**config.mk**
```make
export PLATFORM = sky130hd
export DESIGN_NAME = lifo_arbiter
export DESIGN_NICKNAME = d
export VERILOG_FILES = /design/src/rtl/lifo_arbiter.sv
export SDC_FILE = /design/constraint.sdc
export NUM_CORES = 1
export LEC_CHECK = 0
export CORE_AREA = 2 2 100 102
export CTS_CLUSTER_SIZE = 20
export DETAILED_ROUTE_END_ITERATION = 10
export DIE_AREA = 0 0 102 104
export PLACE_DENSITY_LB_ADDON = 0.08
export SYNTH_ARGS = -nofsm -noshare
export SYNTH_HDL_FRONTEND = slang
export SYNTH_SLANG_ARGS = --single-unit
```
**constraint.sdc**
```tcl
create_clock -name clk_i -period 7.93 [get_ports clk_i]
set_clock_uncertainty 0.2 [all_clocks]
set_input_delay 2.379 -clock clk_i [delete_from_list [all_inputs] [get_ports clk_i]]
set_output_delay 2.379 -clock clk_i [all_outputs]
set_load 0.03 [all_outputs]
```
**src/rtl/lifo_arbiter.sv**
```systemverilog
// Round-robin arbiter sharing one LIFO among NUM_REQ requesters, with
// locked multi-operation sequences and a one-cycle registered response stage.
module lifo_arbiter #(
  parameter int NUM_REQ    = 4,
  parameter int DATA_WIDTH = 32,
  parameter int MAX_LOCK   = 8,
  localparam int IDX_W     = $clog2(NUM_REQ)
) (
  input  logic                          clk_i,
  input  logic                          reset_ni,
  input  logic [NUM_REQ-1:0]            req_valid_i,
  input  logic [NUM_REQ-1:0]            req_op_i,
  input  logic [NUM_REQ-1:0]            req_lock_i,
  input  logic [NUM_REQ*DATA_WIDTH-1:0] req_data_i,
  output logic [NUM_REQ-1:0]            req_ready_o,
  output logic [NUM_REQ-1:0]            resp_valid_o,
  output logic [DATA_WIDTH-1:0]         resp_data_o,
  output logic                          resp_err_o,
  output logic                          lifo_push_o,
  output logic [DATA_WIDTH-1:0]         lifo_push_data_o,
  output logic                          lifo_pop_o,
  input  logic [DATA_WIDTH-1:0]         lifo_pop_data_i,
  input  logic                          lifo_empty_i,
  input  logic                          lifo_full_i,
  output logic [IDX_W-1:0]              owner_o,
  output logic                          locked_o
);

  localparam int CNT_W = $clog2(MAX_LOCK + 1);

  typedef enum logic {ST_ARB, ST_LOCKED} state_t;

  state_t                 state_q;
  logic [IDX_W-1:0]       last_grant_q;
  logic [IDX_W-1:0]       owner_q;
  logic [CNT_W-1:0]       lock_cnt_q;

  logic [DATA_WIDTH-1:0]  req_data_a [NUM_REQ];
  int                     scan_idx;
  logic                   win_vld_p0;
  logic [IDX_W-1:0]       win_idx_p0;
  logic                   win_op_p0;
  logic                   win_lock_p0;
  logic                   push_ok_p0;
  logic                   pop_ok_p0;
  logic                   op_err_p0;

  logic [NUM_REQ-1:0]     vld_p1;
  logic [DATA_WIDTH-1:0]  data_p1;
  logic                   err_p1;

  always_comb begin
    for (int i = 0; i < NUM_REQ; i++) begin
      req_data_a[i] = req_data_i[i*DATA_WIDTH +: DATA_WIDTH];
    end
  end

  // Stage p0: winner selection and LIFO strobes, all in the grant cycle.
  // Scanning offsets from high to low lets the nearest requester overwrite.
  always_comb begin
    win_vld_p0 = 1'b0;
    win_idx_p0 = '0;
    scan_idx   = 0;
    if (reset_ni) begin
      if (state_q == ST_LOCKED) begin
        win_idx_p0 = owner_q;
        win_vld_p0 = req_valid_i[owner_q];
      end else begin
        for (int k = NUM_REQ; k >= 1; k--) begin
          scan_idx = int'(last_grant_q) + k;
          if (scan_idx >= NUM_REQ) scan_idx = scan_idx - NUM_REQ;
          if (req_valid_i[IDX_W'(scan_idx)]) begin
            win_vld_p0 = 1'b1;
            win_idx_p0 = IDX_W'(scan_idx);
          end
        end
      end
    end
  end

  assign win_op_p0   = req_op_i[win_idx_p0];
  assign win_lock_p0 = req_lock_i[win_idx_p0];
  assign push_ok_p0  = win_vld_p0 & ~win_op_p0 & ~lifo_full_i;
  assign pop_ok_p0   = win_vld_p0 &  win_op_p0 & ~lifo_empty_i;
  assign op_err_p0   = win_vld_p0 & ~push_ok_p0 & ~pop_ok_p0;

  assign req_ready_o      = win_vld_p0 ? (NUM_REQ'(1) << win_idx_p0) : '0;
  assign lifo_push_o      = push_ok_p0;
  assign lifo_pop_o       = pop_ok_p0;
  assign lifo_push_data_o = push_ok_p0 ? req_data_a[win_idx_p0] : '0;

  // Stage p1: registered completion; pop data is sampled before the LIFO moves.
  always_ff @(posedge clk_i or negedge reset_ni) begin
    if (!reset_ni) begin
      vld_p1  <= '0;
      data_p1 <= '0;
      err_p1  <= 1'b0;
    end else begin
      vld_p1  <= req_ready_o;
      data_p1 <= pop_ok_p0 ? lifo_pop_data_i : '0;
      err_p1  <= op_err_p0;
    end
  end

  assign resp_valid_o = vld_p1;
  assign resp_data_o  = data_p1;
  assign resp_err_o   = err_p1;

  // Grant bookkeeping; a release hands priority to the requester after the owner.
  always_ff @(posedge clk_i or negedge reset_ni) begin
    if (!reset_ni) begin
      state_q      <= ST_ARB;
      last_grant_q <= IDX_W'(NUM_REQ - 1);
      owner_q      <= '0;
      lock_cnt_q   <= '0;
    end else if (win_vld_p0) begin
      case (state_q)
        ST_ARB: begin
          last_grant_q <= win_idx_p0;
          if (win_lock_p0 && (MAX_LOCK > 1)) begin
            state_q    <= ST_LOCKED;
            owner_q    <= win_idx_p0;
            lock_cnt_q <= CNT_W'(1);
          end
        end
        ST_LOCKED: begin
          if (win_lock_p0 && (lock_cnt_q != CNT_W'(MAX_LOCK - 1))) begin
            lock_cnt_q <= lock_cnt_q + 1'b1;
          end else begin
            state_q      <= ST_ARB;
            last_grant_q <= owner_q;
            owner_q      <= '0;
            lock_cnt_q   <= '0;
          end
        end
        default: state_q <= ST_ARB;
      endcase
    end
  end

  assign locked_o = (state_q == ST_LOCKED);
  assign owner_o  = owner_q;

endmodule
```
# After elaboration in Yosys (flattened, before gate mapping)
# Index checks and enable logic that the tools add are counted.
[word_totals]
reg_bits = 46
latchBits = 0
ram_bits = 0
romBits = 0
out_inout_bits = 78
elab_cells = 107
n_memories = 0
[classes]
add_sub_neg = 9
mul = 0
div_mod_pow = 0
n_lt_le_gt_ge = 11
n_eq_ne = 3
shift = 1
n_mux = 59
n_bitwise = 13
reduce_logical = 4
[op_table]
columns = ["operator", "n"]
rows = [
  ["$mux W32", 4],
  ["$bmux W32 S2", 1],
  ["$mux W2", 21],
  ["$mux W1", 19],
  ["$lt A2 B4 Y1 const B", 4],
  ["$bmux W1 S2", 7],
  ["$ge A3 B3 Y1 const B", 4],
  ["$mux W4", 3],
  ["$pmux W2 S2", 2],
  ["$pmux W4 S2", 1],
  ["$sub A2 B1 Y2 const B", 4],
  ["$add A2 B2 Y3 const B", 2],
  ["$and A1 B1 Y1", 6],
  ["$lt A2 B3 Y1 const B", 2],
  ["$not A1 Y1", 6],
  ["$add A2 B3 Y4 const B", 1],
  ["$add A4 B1 Y4 const B", 1],
  ["$ge A4 B3 Y1 const B", 1],
  ["$ne A2 B2 Y1 const B", 2],
  ["$ne A4 B3 Y1 const B", 1],
  ["$reduce_and A2 Y1", 2],
  ["$shl A1 B2 Y4 const A", 1],
  ["$add A2 B1 Y3 const B", 1],
  ["$not A2 Y3", 1],
  ["3 further kinds", 3],
]

# Longest topological paths before layout
# Gate-level depths: netlist (run 1).
[logic_depth]
ltp_word = 22
depth_mapped = 10
depth_no_buf = 7

# Worst setup path after synthesis (run 1)
# No wires, ideal clock.
[synth_path]
kind = "input -> output"
from = "input req_valid_i[1]"
to = "output lifo_push_data_o[10]"
t_arrival_ns = 4.461
required_time_ns = 5.351
path_slack_ns = 0.890
stages = 9
path_buffers = 2
cell_sequence = "mux2i_1 a221o_1 a211oi_1 buf_4 mux2_1 nand3_2 nand3_1 buf_2 nor2_1"
[synth_between]
elab_chain_cells = 15
word_cells_on_any_way = 36
cone_classes = "mux (32); bitwise (4)"
[synth_lines]
columns = ["item", "line_no", "source"]
rows = [
  ["start: declaration", "11", "input logic [NUM_REQ-1:0] req_valid_i,"],
  ["$bmux W1 S2", "72", "if (req_valid_i[IDX_W'(scan_idx)]) begin"],
  ["$mux W1 (implied by the code) (2 in a row)", "72", ""],
  ["$mux W2 (4 in a row)", "72", ""],
  ["$mux W2", "65", "if (state_q == ST_LOCKED) begin"],
  ["$mux W2", "64", "if (reset_ni) begin"],
  ["$bmux W1 S2", "81", "assign win_op_p0 = req_op_i[win_idx_p0];"],
  ["$mux W1 (implied by the code)", "81", ""],
  ["$not A1 Y1", "83", "assign push_ok_p0 = win_vld_p0 & ~win_op_p0 & ~lifo_full_i;"],
  ["$and A1 B1 Y1 (2 in a row)", "83", ""],
  ["$mux W32 *", "90", "assign lifo_push_data_o = push_ok_p0 ? req_data_a[win_idx_p0] : '0;"],
  ["end: declaration", "20", "output logic [DATA_WIDTH-1:0] lifo_push_data_o,"],
]
# Every way passes the cells marked *; elsewhere a longest branch is shown, timed or not. The select of a mux whose other input is x is not followed.

# Worst setup path after layout (run 1)
[layout_path]
from = "input req_valid_i[1]"
to = "output req_ready_o[3]"
[layout_between]
elab_chain_cells = 11
word_cells_on_any_way = 28
cone_classes = "shift (1); mux (27)"
[layout_lines]
columns = ["item", "line_no", "source"]
rows = [
  ["$bmux W1 S2", "72", ""],
  ["$mux W1 (implied by the code) (2 in a row)", "72", ""],
  ["$mux W2 (4 in a row)", "72", ""],
  ["$mux W2", "65", ""],
  ["$mux W2", "64", ""],
  ["$shl A1 B2 Y4", "87", "assign req_ready_o = win_vld_p0 ? (NUM_REQ'(1) << win_idx_p0) : '0;"],
  ["$mux W4 *", "87", ""],
  ["end: declaration", "15", "output logic [NUM_REQ-1:0] req_ready_o,"],
]
# Marked as above.

==> results_dict.tcl, run 1 <==
set metrics [dict create \
    p_leak_nw 2.40 \
    ctsHoldBuffers 0 \
    ys.flop_type "dfrtp_1" \
    startpoint_type "input pin" \
    yosys.area.top_type "dfrtp_1" \
    insertion_delay_ns 0.29 \
    hpwl_um 9980 \
    remaining_drc_errors 0 \
    yosysUniqueCellTypes 45 \
    totalWireLength_um 12500 \
    worstSetupEndpointType "primary output" \
    cts_made_buffers 5 \
    hold_viol_final 0 \
    coreArea_um2 9550 \
    fin_util 0.603 \
    ant_nets 0 \
    grt.total_usage 0.223 \
    rows 36 \
    worstPathMaxFanout 6 \
    die_y_um 104 \
    r2r_cells 8 \
    cts_buffer_depth 2 \
    grt_pass1_wl_um 18700 \
    r2r_end "owner_o[0]$_DFFE_PN0P_" \
    synth-seq-cells 46 \
    timing.rr.start "last_grant_q[1]$_DFFE_PN1P_" \
    overflow 0 \
    maxCapViolCount 0 \
    clock_sinks 46 \
    syn2layout_area_growth_pct 88.6 \
    holdCritStartpoint "lock_cnt_q[1]$_DFFE_PN0P_" \
    wire_per_inst_um 17.8 \
    cts_tree "yes" \
    required_ns 5.35 \
    clk_pin_slew_worst_paths_ns 0.09 \
    drv_slew 0 \
    synth_area_leaders "dfrtp_1 (36%), mux2i_1 (12%), o2bb2ai_1 (10%)" \
    grt_max_degree 53 \
    ys_seq_area_frac 0.378 \
    fp.dieW_um 102 \
    io_buffers 253 \
    fin_crit_ns 7.61 \
    fin_crit_sh 0.960 \
    synth_area_per_cell_um2 9.39 \
    hold_ws_ns 0.335 \
    synth_edf_count 0 \
    cp.arrival_ns 5.04 \
    initial_core_util 0.320 \
    gp_congestion 0.890 \
    clock-root-buffer "clkbuf_8" \
    reg2reg_slack_ns 4.14 \
    tightest_slew_ns 0.933 \
    grt_setup_unrepaired "no" \
    power_density_nw_per_um2 253 \
    cts-resized-gates 0 \
    num-nets-final 747 \
    synth_common_cells "dfrtp_1 (44), nor2_1 (41), mux2i_1 (36), o2bb2ai_1 (36), and2_1 (34)" \
    maxSlewHeadroom 0.378 \
    grt_pass1_vias 3499 \
    synth.net_count 502 \
    synthCells 325 \
    num_io_pins 254 \
    drive_gt1_frac 0.121 \
    drt-initial-drc-count 174 \
    dr.pass1.iters 5 \
    viasPerCell 4.98 \
    worst-setup-path-type "input pin to primary output" \
    hold_path_class "register to register" \
    crit_path_start "req_valid_i[1]" \
    yosysWarnings 0 \
    antenna_found_initial 0 \
    htreeDepth 2 \
    peakVddDrop_uv 126 \
    dieArea_um2 10600 \
    critPathCapture "req_ready_o[3]" \
    diodes 0 \
    fmax_ghz 0.131 \
    yosysMostFrequentCell "dfrtp_1" \
    tns_ns 0 \
    netlist_area_um2 3050 \
    postCtsSetupRepairBufs 0 \
    status "complete, no violations" \
    synth-async-reset-ratio 1.00 \
    vias 3508 \
    finalSetupViolations 0 \
    netlist.area_leader.share 0.361 \
]
==> layout by cell type, fill, tap and decap left out, types with 2 or more instances in the layout <==
cell type,synthesis,final
clkdlybuf4s50_1,0,218
buf_4,4,48
dfrtp_1,44,44
nor2_1,41,41
mux2i_1,36,36
o2bb2ai_1,36,36
and2_1,34,34
a22oi_1,33,33
nand2_1,10,10
nand3_1,9,9
a21oi_1,7,7
inv_1,6,6
o21ai_0,6,6
clkbuf_8,0,5
nand2b_1,2,2
and3_1,2,2
nor3_1,2,2
o211ai_1,2,2
dfstp_2,2,2
==> kinds of logic after synthesis <==
family	synth area share
compound gates	0.263
xor+xnor	0.00287
fa+ha+maj	0.00410
buf+inv	0.0504
flops	0.378
mux	0.133
simple gates	0.169
==> area by class of cell <==
cell class                      count  area [um2]
Timing Repair Buffer              266        2540
Multi-Input combinational cell    245        1760
Inverter                            6        22.5
Clock buffer                        5        68.8
Fill cell                         842        3790
Tap cell                          133         166
Clock inverter                      3        43.8
Sequential cell                    46        1150
==> routing by layer <==
metal  vias to the layer above  GRT usage  share of wire
met2                       176      0.386           0.49
met4                         0     0.0657          0.024
li1                       1695          -              -
met5                         -          0              0
met1                      1619      0.256           0.38
met3                        18     0.0786           0.11
==> critical path, stage by stage <==
cell and delay (ns):
clkdlybuf4s50_1 0.59, mux2i_1 0.10, a221o_1 0.40, a211oi_4 0.37, nand3_1 0.18, nor2_1 0.26
clkdlybuf4s50_1 0.76
==> where the power goes <==
| group | internal (mW) | switching, mW | total [mW] |
|---|---|---|---|
| logic | 0.431 | 0.532 | 0.963 |
| clock network | 0.0945 | 0.0812 | 0.176 |
| registers | 0.278 | 0.0406 | 0.318 |
==> registers in the layout (all words and copies together) (netlist names) <==
register / cells
resp_err_o: 1
owner_o: 2
resp_valid_o: 4
resp_data_o: 32
last_grant_q: 2
locked_o: 1
lock_cnt_q: 4
==> how the worst min path moves through the flow <==
stage,slack [ns],to,cells past startpoint
global route,0.37,lock_cnt_q[1]$_DFFE_PN0P_,1
finish,0.34,lock_cnt_q[1]$_DFFE_PN0P_,1
detailed placement,0.31,lock_cnt_q[1]$_DFFE_PN0P_,1
global placement,0.31,lock_cnt_q[1]$_DFFE_PN0P_,1
CTS,0.34,lock_cnt_q[1]$_DFFE_PN0P_,1
floorplan,0.28,lock_cnt_q[1]$_DFFE_PN0P_,1
==> metrics by stage <==
stage / cells / power (mW) / cell area (um2) / setup slack (ns)
2_1_floorplan: 325 / 0.946 / 3050 / 0.890
3_3_place_gp: 696 / 1.28 / 5640 / 0.351
3_5_place_dp: 696 / 1.30 / 5640 / 0.325
4_1_cts: 704 / 1.48 / 5750 / 0.324
5_1_grt: 704 / 1.56 / 5750 / 0.181
6_report: 704 / 1.46 / 5750 / 0.316
Note: power is estimated with default switching activity, not from simulation.
==> run 2, diff against run 1 <==
- GPL_ROUTABILITY_DRIVEN: not set -> 0
- REMOVE_ABC_BUFFERS: not set -> 1
==> run 2 against run 1 <==
Against the previous run: clock power down 14%; via count grew 0.20%; sequential power barely moved; die area is the same; global-route usage increased by 0.31 points; wire length is 0.30% higher; fmax down 2.0%.
==> results_dict.tcl, run 2 (synthesis gave the netlist of run 1 again) <==
set metrics [dict create \
    status "complete, no violations" \
    clock-root-buffer "clkbuf_8" \
    layout_commonest_cell "clkdlybuf4s50_1" \
    num-nets-final 744 \
    cts_buffer_depth 2 \
    syn2layout_area_growth_pct 87.3 \
    grt.total_usage 0.226 \
    io_buffers 253 \
    hold_ws_ns 0.347 \
    htreeDepth 2 \
    fp.dieW_um 102 \
    worstSetupEndpointType "primary output" \
    fmax_ghz 0.129 \
    timing.rr.start "last_grant_q[1]$_DFFE_PN1P_" \
    remaining_drc_errors 0 \
    ctsHoldBuffers 0 \
    hold_viol_final 0 \
    r2r_cells 9 \
    p_leak_nw 2.38 \
    place_area_um2 5620 \
    mostFrequentLayoutCells "clkdlybuf4s50_1 (219), buf_4 (44), dfrtp_1 (44)" \
    clock_sinks 46 \
    finalSetupViolations 0 \
    crit_path_start "req_valid_i[2]" \
    cts_made_buffers 5 \
    vias 3515 \
    drt-initial-drc-count 141 \
    required_ns 5.35 \
    startpoint_type "input pin" \
    overflow 0 \
    seq_area_um2 1150 \
    viasPerCell 5.01 \
    cp.arrival_ns 5.19 \
    totalWireLength_um 12600 \
    rows 36 \
    drv_slew 0 \
    ant_nets 0 \
    hold_depth 1 \
    die_y_um 104 \
    hold_path_class "register to register" \
    num_io_pins 254 \
    wire_per_inst_um 17.9 \
    grt_pass1_vias 3456 \
    worstPathMaxFanout 7 \
    postCtsSetupRepairBufs 0 \
    clk_pin_slew_worst_paths_ns 0.08 \
    grt_max_degree 66 \
    cts-resized-gates 0 \
    peakVddDrop_uv 146 \
    tightest_slew_ns 0.767 \
    fin_crit_sh 0.980 \
    holdCritStartpoint "lock_cnt_q[3]$_DFFE_PN0P_" \
    antenna_found_initial 0 \
    largest_reg_flops 32 \
    power_mw 1.42 \
    fin_crit_ns 7.77 \
    grt_setup_unrepaired "no" \
    fin_area_um2 5720 \
    diodes 0 \
    dieArea_um2 10600 \
    hpwl_um 9790 \
    grt_pass1_wl_um 18900 \
    coreArea_um2 9550 \
    maxCapViolCount 0 \
    drive_gt1_frac 0.113 \
    cts_tree "yes" \
    initial_core_util 0.320 \
    insertion_delay_ns 0.29 \
    power_density_nw_per_um2 249 \
    multiInputGateArea_um2 1760 \
    maxSlewHeadroom 0.489 \
    worst-setup-path-type "input pin to primary output" \
    fill_cells 844 \
    fin_util 0.599 \
    dr.pass1.iters 5 \
]
==> run 2: layer usage <==
| metal | global-route usage | routed length [um] | vias up |
|---|---|---|---|
| li1 | - | - | 1688 |
| met3 | 0.0652 | 1220 | 21 |
| met4 | 0.0581 | 290 | 0 |
| met2 | 0.393 | 6210 | 173 |
| met5 | 0 | 0 | - |
| met1 | 0.271 | 4860 | 1633 |
==> run 2: area by class of cell <==
type	count	share of cell area
clock inverter	1	0.00153
clock buffer	7	0.0151
timing repair buffer	263	0.441
sequential	46	0.202
tap	133	0.0291
multi-input combinational	245	0.307
inverter	6	0.00394
==> run 2: critical path: stages <==
cell	delay, ns
clkdlybuf4s50_1	0.57
mux2i_1	0.11
a221o_1	0.41
a211oi_4	0.36
mux2_1	0.37
nand3_2	0.12
nand3_1	0.10
inv_1	0.07
clkdlybuf4s50_1	0.69
==> run 2: final timing paths <==
check / to / slack [ns]
max: lifo_push_o / 0.16
min: lock_cnt_q[3]$_DFFE_PN0P_ / 0.35
max reg2reg: owner_o[0]$_DFFE_PN0P_ / 4.76
min reg2reg: lock_cnt_q[3]$_DFFE_PN0P_ / 0.35
max in group asynchronous: resp_data_o[29]$_DFF_PN0_ / 4.73
min in group asynchronous: lock_cnt_q[1]$_DFFE_PN0P_ / 1.75
==> run 2: power breakdown <==
group          switching, mW  internal, mW  leakage [nW]
Clock                 0.0803        0.0721        0.0489
Combinational          0.528         0.426          1.71
Sequential            0.0387         0.278         0.619
==> run 2: metrics by stage <==
step           worst slack, ns  setup TNS [ns]  cells
2_1_floorplan            -4.23         -194.22    297
3_3_place_gp             0.212               0    693
3_5_place_dp             0.145               0    693
4_1_cts                  0.152               0    701
5_1_grt                 0.0256               0    701
6_report                 0.160               0    701
==> run 3, diff against run 2 <==
- SLEW_MARGIN: not set -> 20
==> results of run 3 <==
Final layout, timing and power as in run 2 (identical DEF).
==> variant: new RTL, settings of run 3 <==
`data_p1` no longer has a reset.
--- a/src/rtl/lifo_arbiter.sv
+++ b/src/rtl/lifo_arbiter.sv
@@ -94,11 +94,13 @@
     if (!reset_ni) begin
       vld_p1  <= '0;
-      data_p1 <= '0;
       err_p1  <= 1'b0;
     end else begin
       vld_p1  <= req_ready_o;
-      data_p1 <= pop_ok_p0 ? lifo_pop_data_i : '0;
       err_p1  <= op_err_p0;
     end
+  end
+
+  always_ff @(posedge clk_i) begin
+    data_p1 <= pop_ok_p0 ? lifo_pop_data_i : '0;
   end
 
Formal check against the unedited RTL: differs if reset_ni is asserted again (counterexample within 4 cycles, from zero or initial values and one cycle with reset_ni low); with reset_ni held inactive, the same outputs for 10 cycles.
==> variant against run 3 <==
- clock power increased by 15%
- synthesized area increased by 2.0%
- worst setup slack better by 230 ps
- combinational power is 11% lower
- sequential cell count unchanged
- global-route usage grew 0.23 points
- total power fell by 6.1%
- design area grew 1.3%
- wire length grew 0.50%
- via count barely moved
==> variant: results (changes against run 3) <==
{| class="wikitable"
! Metric !! Value
|-
| Slowest cell delay on critical path || 600 ps (-90 ps)
|-
| Min-Delay Endpoint || lock_cnt_q[1]$_DFFE_PN0P_
|-
| Endpoint of the worst register-to-register path || lock_cnt_q[3]$_DFFE_PN0P_
|-
| Clock root buffer || sky130_fd_sc_hd__clkbuf_8
|-
| Biggest fanout along the worst timing path || 33 (+26)
|-
| Routed wire per std cell || 17.2 um (-3.9%)
|-
| Worst hold slack across all endpoints || 362 ps (+14.6 ps)
|-
| Via count of the first global-routing pass || 3,486 (+0.87%)
|-
| Fraction of the mapped netlist area in compound gates || 0.100 (-0.163)
|-
| Slack of the worst reg-to-reg path || 5020 ps (+260 ps)
|-
| Reg power frac || 0.235 (+0.013)
|-
| Post-Synthesis Mean Instance Area || 8.89 sq um (-5.3%)
|-
| Predominant post-synthesis flop cell || sky130_fd_sc_hd__dfxtp_1
|-
| Post-DP HPWL || 10,300 um (+5.5%)
|-
| Count of fill cells added during filler insertion || 871 (+3.2%)
|-
| Reg2Reg Depth || 8 (-1)
|-
| Timing startpoint of the critical path || req_valid_i[1]
|-
| Largest net degree at the start of global routing || 36 (-45%)
|-
| Violation count after the first detailed-routing iteration || 146 (+3.5%)
|-
| Total iterations of the first detailed-routing run || 4 (-1)
|-
| Worst ir drop on vdd || 0.152 mV (+4.4%)
|-
| Arrival time reported for the critical path endpoint || 4960 ps (-230 ps)
|-
| Mux contribution to synthesized area || 0.236 (+0.103)
|-
| Global-route total usage across every layer || 0.228 (+0.00229)
|-
| Measured slew at the worst slew-check pin || 539 ps (-228 ps)
|-
| Static leakage || 2.55 nW (+7.3%)
|-
| Hold path start || lock_cnt_q[1]$_DFFE_PN0P_
|-
| Outcome || completed
|-
| Clock latency at the later pin of the worst-skew pair || 290 ps (about the same)
|-
| Share of the synthesized netlist area taken by xor and xnor gates || 0 (-0.00287)
|-
| Adder-cell area share of the yosys netlist || 0.00402 (-0.0000791)
|-
| Share of final-layout standard cells stronger than drive strength 1 || 0.129 (+0.0159)
|-
| Vias post-DR || 3,517 (+0.057%)
|-
| Final critical-path required period || 7540 ps (-228 ps)
|-
| Async set or reset register ratio after synthesis || 0.304 (-0.696)
|-
| Share of synthesized area occupied by flip-flops and latches || 0.319 (-0.0588)
|-
| Wire length of the first global-routing pass || 18,900 um (about the same)
|}
==> variant: layer usage <==
metal  share of wire  up-vias  track usage  routed length (um)
met4           0.025        0       0.0571                 310
li1                -     1716            -                   -
met1            0.39     1618        0.266                4900
met2            0.49      165        0.403                6200
met5               0        -            0                   0
met3           0.097       18       0.0679                1230
==> variant: area by class of cell <==
| type | count | area, sq um | share of cell area |
|---|---|---|---|
| tap | 133 | 166 | 0.0287 |
| timing repair buffer | 262 | 2550 | 0.441 |
| sequential | 46 | 993 | 0.172 |
| clock inverter | 2 | 36.3 | 0.00627 |
| antenna | 1 | 2.50 | 0.000432 |
| clock buffer | 6 | 72.6 | 0.0125 |
| multi-input combinational | 279 | 1950 | 0.337 |
| inverter | 4 | 15.0 | 0.00259 |
==> variant: cell families (layout without fill, tap and decap cells) <==
kind of cell               after synthesis  count (layout)
buffers and inverters                   25             274
and+or+nand+nor                        170             170
muxes                                   71              71
other                                    0               1
AOI/OAI and AO/OA                       37              37
adders and majority gates                1               1
DFF                                     46              46
